--- config.mk ---
export PLATFORM = sky130hd
export DESIGN_NAME = uart_rx_fifo
export DESIGN_NICKNAME = d
export VERILOG_FILES = /design/src/rtl/uart_pkg.sv /design/src/rtl/uart_fifo_mem.sv /design/src/rtl/uart_rx_fifo.sv
export SDC_FILE = /design/constraint.sdc
export NUM_CORES = 1
export LEC_CHECK = 0
export ABC_AREA = 1
export CAP_MARGIN = 20
export CELL_PAD_IN_SITES_DETAIL_PLACEMENT = 1
export CELL_PAD_IN_SITES_GLOBAL_PLACEMENT = 2
export CORE_UTILIZATION = 41
export DETAILED_ROUTE_END_ITERATION = 12
export PLACE_DENSITY = 0.89
export SLEW_MARGIN = 20
export SYNTH_ARGS = -nofsm -noshare
export SYNTH_HDL_FRONTEND = slang
export SYNTH_SLANG_ARGS = --single-unit
--- constraint.sdc ---
create_clock -name clk -period 2.7 [get_ports clk]
set_input_delay 0.54 -clock clk [delete_from_list [all_inputs] [get_ports clk]]
set_output_delay 0.54 -clock clk [all_outputs]
set_load 0.02 [all_outputs]
--- src/rtl/uart_pkg.sv ---
// ============================================================================
//  Module      : uart_pkg
//  Description : Shared UART types and constants used by the receiver path
//                and its downstream byte FIFO.
//  Revision    : 1.0  initial release
// ============================================================================
`default_nettype none

package uart_pkg;

    // Native data width of the UART receiver
    localparam int UART_WIDTH = 8;

    typedef logic [UART_WIDTH-1:0] uart_byte_t;

endpackage : uart_pkg

`default_nettype wire

--- src/rtl/uart_fifo_mem.sv ---
// ============================================================================
//  Module      : uart_fifo_mem
//  Description : Register-array storage for the UART RX FIFO. One synchronous
//                write port, one asynchronous read port, contents not reset.
//  Revision    : 1.0  initial release
// ============================================================================
`default_nettype none

module uart_fifo_mem
    import uart_pkg::*;
#(
    parameter int DEPTH_LOG2 = 4,
    parameter int WIDTH      = UART_WIDTH
) (
    input  logic                  clk,
    input  logic                  we,
    input  logic [DEPTH_LOG2-1:0] waddr,
    input  logic [WIDTH-1:0]      wdata,
    input  logic [DEPTH_LOG2-1:0] raddr,
    output logic [WIDTH-1:0]      rdata
);

    localparam int DEPTH = 1 << DEPTH_LOG2;

    logic [WIDTH-1:0] mem [DEPTH];

    // Capture the incoming byte into the addressed entry
    always_ff @(posedge clk) begin
        if (we) begin
            mem[waddr] <= wdata;
        end
    end

    // Head entry is read combinationally so the FIFO can fall through
    always_comb begin
        rdata = mem[raddr];
    end

endmodule : uart_fifo_mem

`default_nettype wire

--- src/rtl/uart_rx_fifo.sv ---
// ============================================================================
//  Module      : uart_rx_fifo
//  Description : First-word-fall-through byte FIFO behind the UART receiver.
//                Tracks fill level in a dedicated counter and raises a sticky
//                overflow flag when a byte arrives into a full buffer.
//  Revision    : 1.0  initial release
// ============================================================================
`default_nettype none

module uart_rx_fifo
    import uart_pkg::*;
#(
    parameter int DEPTH_LOG2 = 4,
    parameter int WIDTH      = UART_WIDTH
) (
    input  logic                  clk,
    input  logic                  reset,
    input  logic [WIDTH-1:0]      rx_data,
    input  logic                  rx_ok,
    input  logic                  pop,
    output logic [WIDTH-1:0]      out_data,
    output logic                  out_valid,
    output logic [DEPTH_LOG2:0]   count,
    output logic                  full,
    output logic                  overflow,
    input  logic                  clear_ovf
);

    localparam int DEPTH = 1 << DEPTH_LOG2;
    localparam int CNT_W = DEPTH_LOG2 + 1;

    logic [DEPTH_LOG2-1:0] wptr_q, wptr_d;
    logic [DEPTH_LOG2-1:0] rptr_q, rptr_d;
    logic [CNT_W-1:0]      count_q, count_d;
    logic                  overflow_q, overflow_d;

    logic                  do_pop;
    logic                  do_wr;
    logic                  drop;
    logic                  is_full;
    logic                  not_empty;
    logic [WIDTH-1:0]      head_data;

    // Status decode from the count register and next-state computation.
    // A pop in the same cycle frees a slot, so a full FIFO still accepts
    // the byte; a pop against an empty FIFO is ignored (no bypass).
    always_comb begin
        not_empty  = (count_q != '0);
        is_full    = (count_q == CNT_W'(DEPTH));
        do_pop     = pop & not_empty;
        do_wr      = rx_ok & (~is_full | do_pop);
        drop       = rx_ok & is_full & ~do_pop;

        wptr_d     = do_wr  ? wptr_q + 1'b1 : wptr_q;
        rptr_d     = do_pop ? rptr_q + 1'b1 : rptr_q;
        count_d    = count_q + CNT_W'(do_wr) - CNT_W'(do_pop);

        // A dropped byte in the same cycle as a clear keeps the flag set
        if (drop) begin
            overflow_d = 1'b1;
        end else if (clear_ovf) begin
            overflow_d = 1'b0;
        end else begin
            overflow_d = overflow_q;
        end
    end

    // Pointer, count and flag state; reset discards all contents at once
    always_ff @(posedge clk or posedge reset) begin
        if (reset) begin
            wptr_q     <= '0;
            rptr_q     <= '0;
            count_q    <= '0;
            overflow_q <= 1'b0;
        end else begin
            wptr_q     <= wptr_d;
            rptr_q     <= rptr_d;
            count_q    <= count_d;
            overflow_q <= overflow_d;
        end
    end

    uart_fifo_mem #(
        .DEPTH_LOG2 (DEPTH_LOG2),
        .WIDTH      (WIDTH)
    ) u_mem (
        .clk   (clk),
        .we    (do_wr),
        .waddr (wptr_q),
        .wdata (rx_data),
        .raddr (rptr_q),
        .rdata (head_data)
    );

    // Drive outputs; stale memory contents are hidden while empty
    always_comb begin
        out_valid = not_empty;
        full      = is_full;
        count     = count_q;
        overflow  = overflow_q;
        out_data  = not_empty ? head_data : '0;
    end

endmodule : uart_rx_fifo

`default_nettype wire

* After elaboration in Yosys (flattened, before gate mapping)
Memories as Yosys holds them, arrays and structs flattened. Index checks and enable logic that the tools add are counted.
Word-level totals: input port bits 13, output and inout bits 16, register bits 14, logic and storage cells 24, memories kept 1, RAM bits 128
Cells by class: bitwise logic cells 7, equal/unequal tests 1, add/sub/neg operators 4, mux-type cells 5, reductions and logical operators 2
Memories:
- u_mem.mem | depth 16, bits a word 8, read ports 1, clocked after memory_dff 0, wr ports 1, RTL line uart_fifo_mem.sv:25 | logic [WIDTH-1:0] mem [DEPTH];
Operators with widths (count):
- adder 4 x 1 -> 4 bit (second input constant) | 2
- two-way mux 8 bit | 1
- adder 5 x 1 -> 5 bit | 1
- equality test 5 bit (second input constant) | 1
- nonzero test 5 bit | 1
- subtractor 5 x 1 -> 5 bit | 1
- bitwise AND 1 bit | 4
- two-way mux 1 bit | 4
- inverter 1 bit | 2
- nonzero test 2 bit | 1
- OR 1 bit | 1

* Depth between registers and ports, before layout
Gate-level depths: netlist (run 1).
depth after elaboration 6, mapped depth 13

* Cells and area by module
From an unflattened synthesis (run 1), not the netlist that was laid out.
Unflattened totals: cells, all modules 653, area, all modules 6502.5 um^2
Modules (own cells, without submodules):
- uart_fifo_mem | area an instance 5606.6 um^2, cells an instance 543, instances 1, sequential area each 3843.7 um^2
- uart_rx_fifo | area an instance 895.9 um^2, cells an instance 110, instances 1, sequential area each 350.3 um^2

* Worst setup path before layout (run 1)
Ideal clock, no wire load.
path type register to register, start register count_q[3] (netlist: count[3]), end register count_q[4] (netlist: count[4]), library setup time 79 ps, cell stages (with the launch flop) 14, path buffers 0, slack 84 ps, data required time 2621 ps, arrival time 2537 ps, cell sequence dfrtp_1 > inv_1 > ha_1 > nand3_1 > nor2_1 > nand2_1 > nand2_2 > ha_1 > inv_1 > ha_1 > inv_1 > fa_1 > o21ai_0 > xor2_1
Between the ends: longest elaborated chain between the ends 6, elaborated cells between the ends (all ways) 8, classes of those cells add/sub (2); eq/ne (1); bitwise (4); reduce/logical (1)
Ends and longest elaborated chain:
- start, declared | RTL line uart_rx_fifo.sv:34 | logic [CNT_W-1:0] count_q, count_d;
- start signal, assigned | RTL line uart_rx_fifo.sv:78 | count_q <= count_d;
- equality test 5 bit | RTL line uart_rx_fifo.sv:49 | is_full = (count_q == CNT_W'(DEPTH));
- net full | RTL line uart_rx_fifo.sv:24 | output logic full,
- inverter 1 bit | RTL line uart_rx_fifo.sv:51 | do_wr = rx_ok & (~is_full | do_pop);
- OR 1 bit | RTL line uart_rx_fifo.sv:51
- bitwise AND 1 bit | RTL line uart_rx_fifo.sv:51
- adder 5 x 1 -> 5 bit | RTL line uart_rx_fifo.sv:56 | count_d = count_q + CNT_W'(do_wr) - CNT_W'(do_pop);
- subtractor 5 x 1 -> 5 bit | RTL line uart_rx_fifo.sv:56
- net count_d[4] | RTL line uart_rx_fifo.sv:34
The timed path passes the listed nets, and every way through them passes these cells. A chain may end at the register's enable or synchronous reset.

* Worst setup path in the final report (run 1)
start register rptr_q[0], end output out_data[1]
Between the ends: longest elaborated chain between the ends 2
Ends and longest elaborated chain:
- start, declared | RTL line uart_rx_fifo.sv:33 | logic [DEPTH_LOG2-1:0] rptr_q, rptr_d;
- start signal, assigned | RTL line uart_rx_fifo.sv:77 | rptr_q <= rptr_d;
- memory read (16 x 8 bit)
- two-way mux 8 bit | RTL line uart_rx_fifo.sv:101 | out_data = not_empty ? head_data : '0;
- end, declared | RTL line uart_rx_fifo.sv:21 | output logic [WIDTH-1:0] out_data,
Every way passes these cells.

==> qor.csv, run 1 <==
stage,metric,value,unit
die,io pins,29,
critical_path,Setup CP Type,flop to primary output,
logic_synthesis,Synth Register Bits,142,
finish,"leading cell type in the layout, fill and taps excluded",nand2_1,
critical_path,Critical Path AT,2.05,ns
finish,most frequent cells in the layout,"nand2_1 (176), edfxtp_1 (128), nand3_1 (102)",
critical_path,FF-to-FF path depth,12,
critical_path,CP Buf/Inv Count,3,
finish,Final Instance Count excl. Fillers,772,
clocking,Num CTS Buffers,17,
drt,Avg Vias per Cell,5.33,
finish,Ant. Diodes,0,
drt,Vias,4111,
timing,Final TNS setup,0,ns
clocking,CTS tree,yes,
drt,DR WL/cell,19.2,um
die,Starting Density,42.7,%
grt,Tot GR Track Use,21.1,%
power,Net Sw Frac,36.1,%
power,Logic pwr share,37.6,%
placement,DP HPWL,9.58,mm
logic_synthesis,Syn Nets,552,
clocking,H-Tree Depth,4,
logic_synthesis,Gate Count Post-Synth,527,
drt,post-route ant nets,0,
timing,"Setup violations, final",0,
logic_synthesis,synth unique cells,21,
critical_path,CP max stage delay,0.46,ns
placement,placed insts,740,
die,core area,14100,um2
critical_path,Critical Path RT,2.16,ns
finish,share of cells above drive strength 1,13.3,%
logic_synthesis,Post-synth EDFFs,128,
grt,vias in the first global route,4287,
grt,grt ovf,0,
critical_path,worst-path maximum fanout,17,
grt,first-pass GRT wire length,23.0,mm
logic_synthesis,async set or reset register ratio after synthesis,9.86,%
timing,Tmin final,2.59,ns
clocking,Worst-Skew Late Latency,0.42,ns
timing,Slew @ Worst Pin,0.627,ns
logic_synthesis,Syn Area/Cell,11.4,um2
critical_path,crit path capture type,primary output,
drt,first-pass detailed-route iteration total,4,
die,row cnt,43,
drt,Post-Route WL,14.8,mm
finish,Syn-to-layout area delta,21.6,%
critical_path,Slowest cell on crit path,dfrtp_2,
die,DIE AREA,15200,um2
timing,Clock Skew,0.00618,ns
grt,largest net degree at the start of global routing,42,
clocking,Root Driver,clkbuf_16,
logic_synthesis,ys flop type,edfxtp_1,
finish,Final Net Count,604,
critical_path,worst-path cell chain,inv_4 > buf_12 > nand2_1 > nand3_1 > nand3_1 > nand2_1 > nand2_1 > a21oi_2 > clkdlybuf4s15_2,
clocking,Hold Buf Count CTS,0,
timing,"Slew Viols, Final",0,
power,LEAKAGE,2.84,nW
drt,First DRT Iteration DRCs,283,
power,Clock power frac,29.6,%
critical_path,CP most frequent cell,nand2_1,
critical_path,reg-to-reg endpoint,count[4],
logic_synthesis,Synth warnings,0,
power,Pint,5.56,mW
critical_path,family with the most delay on the worst path,buffers and inverters,
job,Maximum Capacitance Violations,0,
clocking,clock-pin slew on the worst setup and hold paths,0.06,ns
timing,RSZ-0062 raised after global routing,true,
clocking,Longest Clk Path Bufs,2,
grt,initial antenna violation count,0,
die,die width,123,um
placement,RD Place Congestion,0.778,
timing,slew margin rel.,58.1,%
drt,DRC Markers,0,
logic_synthesis,register area share after synthesis,69.8,%
critical_path,CP Launch Type,flop,
critical_path,worst r2r src,count[2],
timing,Final Hold Fails,0,
power,PwrDens,1190,nW/um2
logic_synthesis,"Cell Area, Synth",6010,um2
timing,max frequency,386,MHz
power,VDD IR max,0.589,mV
worst_hold_path,hold crit path type,input pin to asynchronous set/reset pin,
power,net switching power,3.14,mW
status,status,"complete, no violations",
clocking,Clock Sinks,142,
power,sequential fraction of design power,32.8,%
placement,PortBufs,28,
clocking,setup repair bufs after CTS,0,
timing,fin crit share,95.8,%
critical_path,FF-to-FF setup slack,0.11,ns
die,die height,123,um
==> power groups by stage <==
stage          logic [mW]  clock network, mW  registers, mW
2_1_floorplan        2.04                  0           2.88
3_3_place_gp         3.17                  0           2.86
3_5_place_dp         3.32                  0           2.89
4_1_cts              3.29               2.60           2.84
5_1_grt              3.62               2.68           2.88
6_report             3.27               2.57           2.85
==> worst register-to-register path: cells and delay by family (launching register included) <==
family | cells | cell delay (ns)
XOR/XNOR | 1 | 0.22
flip-flops | 1 | 0.40
AO/OA/AOI/OAI | 1 | 0.18
AND/OR/NAND/NOR | 2 | 0.33
buffers and inverters | 4 | 0.31
adder cells (fa/ha/maj) | 4 | 1.07
==> sequential cells by signal, summed over array words and instances (netlist names) <==
register   cells
count          5
u_mem.mem    128
wptr_q         4
rptr_q         4
overflow       1
==> layer usage <==
layer  share of wire (%)  wire length, um  vias to the layer above  GRT usage [%]
met1                  44             6450                     2110           25.7
met5                   0                0                        -              0
met3                 3.4              501                       13           4.66
met2                  52             7660                       72           36.7
li1                    -                -                     1916              -
met4                 1.3              190                        0           7.98
==> cells by family (layout without fill, tap and decap cells) <==
logic type | after synthesis | after routing | synth area share, %
buffers and inverters | 49 | 114 | 4.08
adder cells (fa/ha/maj) | 12 | 12 | 2.62
XOR/XNOR | 9 | 9 | 1.31
AO/OA/AOI/OAI | 15 | 15 | 1.25
AND/OR/NAND/NOR | 300 | 300 | 21.0
flip-flops | 142 | 142 | 69.8
==> how the worst max path moves through the flow <==
stage                     startpoint           to  depth (start not counted)
after detailed placement         pop     count[4]                         11
after CTS                  rptr_q[0]  out_data[6]                          9
final                      rptr_q[0]  out_data[1]                          9
after global routing        count[2]     count[4]                         12
after global placement           pop     count[4]                         11
after floorplan             count[3]     count[4]                         13
==> layout make-up <==
class                           instances  area, um2
Clock buffer                           21        470
Inverter                               24       96.3
Timing Repair Buffer                   58        552
Multi-Input combinational cell        336       1590
Fill cell                            1502       6790
Sequential cell                       142       4200
Clock inverter                         11        186
Tap cell                              180        225
==> metrics by stage <==
stage / area [um2] / utilization (%) / power [mW] / hold WS, ns / worst slack, ns
4_1_cts: 7300 / 51.8 / 8.74 / 0.495 / -0.0193
3_5_place_dp: 6640 / 47.1 / 6.20 / 0.540 / -0.0741
2_1_floorplan: 6010 / - / 4.92 / 0.429 / 0.0838
5_1_grt: 7310 / 51.9 / 9.17 / 0.531 / -0.0751
6_report: 7310 / 51.9 / 8.70 / 0.481 / 0.113
3_3_place_gp: 6640 / 47.1 / 6.03 / 0.518 / 0.120
==> cell usage after synthesis, types with 2 or more instances <==
cell	count	area share [%]
nand2_1	177	11
edfxtp_1	128	64
nand3_1	102	8.5
inv_1	20	1.2
nor2_1	18	1.1
dfrtp_1	14	5.8
buf_4	11	1.4
ha_1	11	2.3
a21oi_1	10	0.83
buf_2	10	0.83
xor2_1	7	1.0
o21ai_0	5	0.42
inv_2	3	0.19
buf_1	2	0.12
nand2_2	2	0.21
xnor2_1	2	0.29
==> what timing repair did <==
action | CTS | global route
endpoints found under the setup margin | 9 | 10
hold endpoints to repair | 0 | 0
pin swaps | 0 | 1
gates resized for setup | 18 | 17
No activity file was read; power rests on OpenSTA's default activity.
==> run 2, diff against run 1 <==
--- a/config.mk
+++ b/config.mk
@@ -10,6 +10,7 @@
 export CELL_PAD_IN_SITES_DETAIL_PLACEMENT = 1
 export CELL_PAD_IN_SITES_GLOBAL_PLACEMENT = 2
 export CORE_UTILIZATION = 41
+export CTS_CLUSTER_SIZE = 25
 export DETAILED_ROUTE_END_ITERATION = 12
 export PLACE_DENSITY = 0.89
 export SLEW_MARGIN = 20
==> results of run 2 <==
The final DEF is identical to that of run 1; final timing and power are the same.
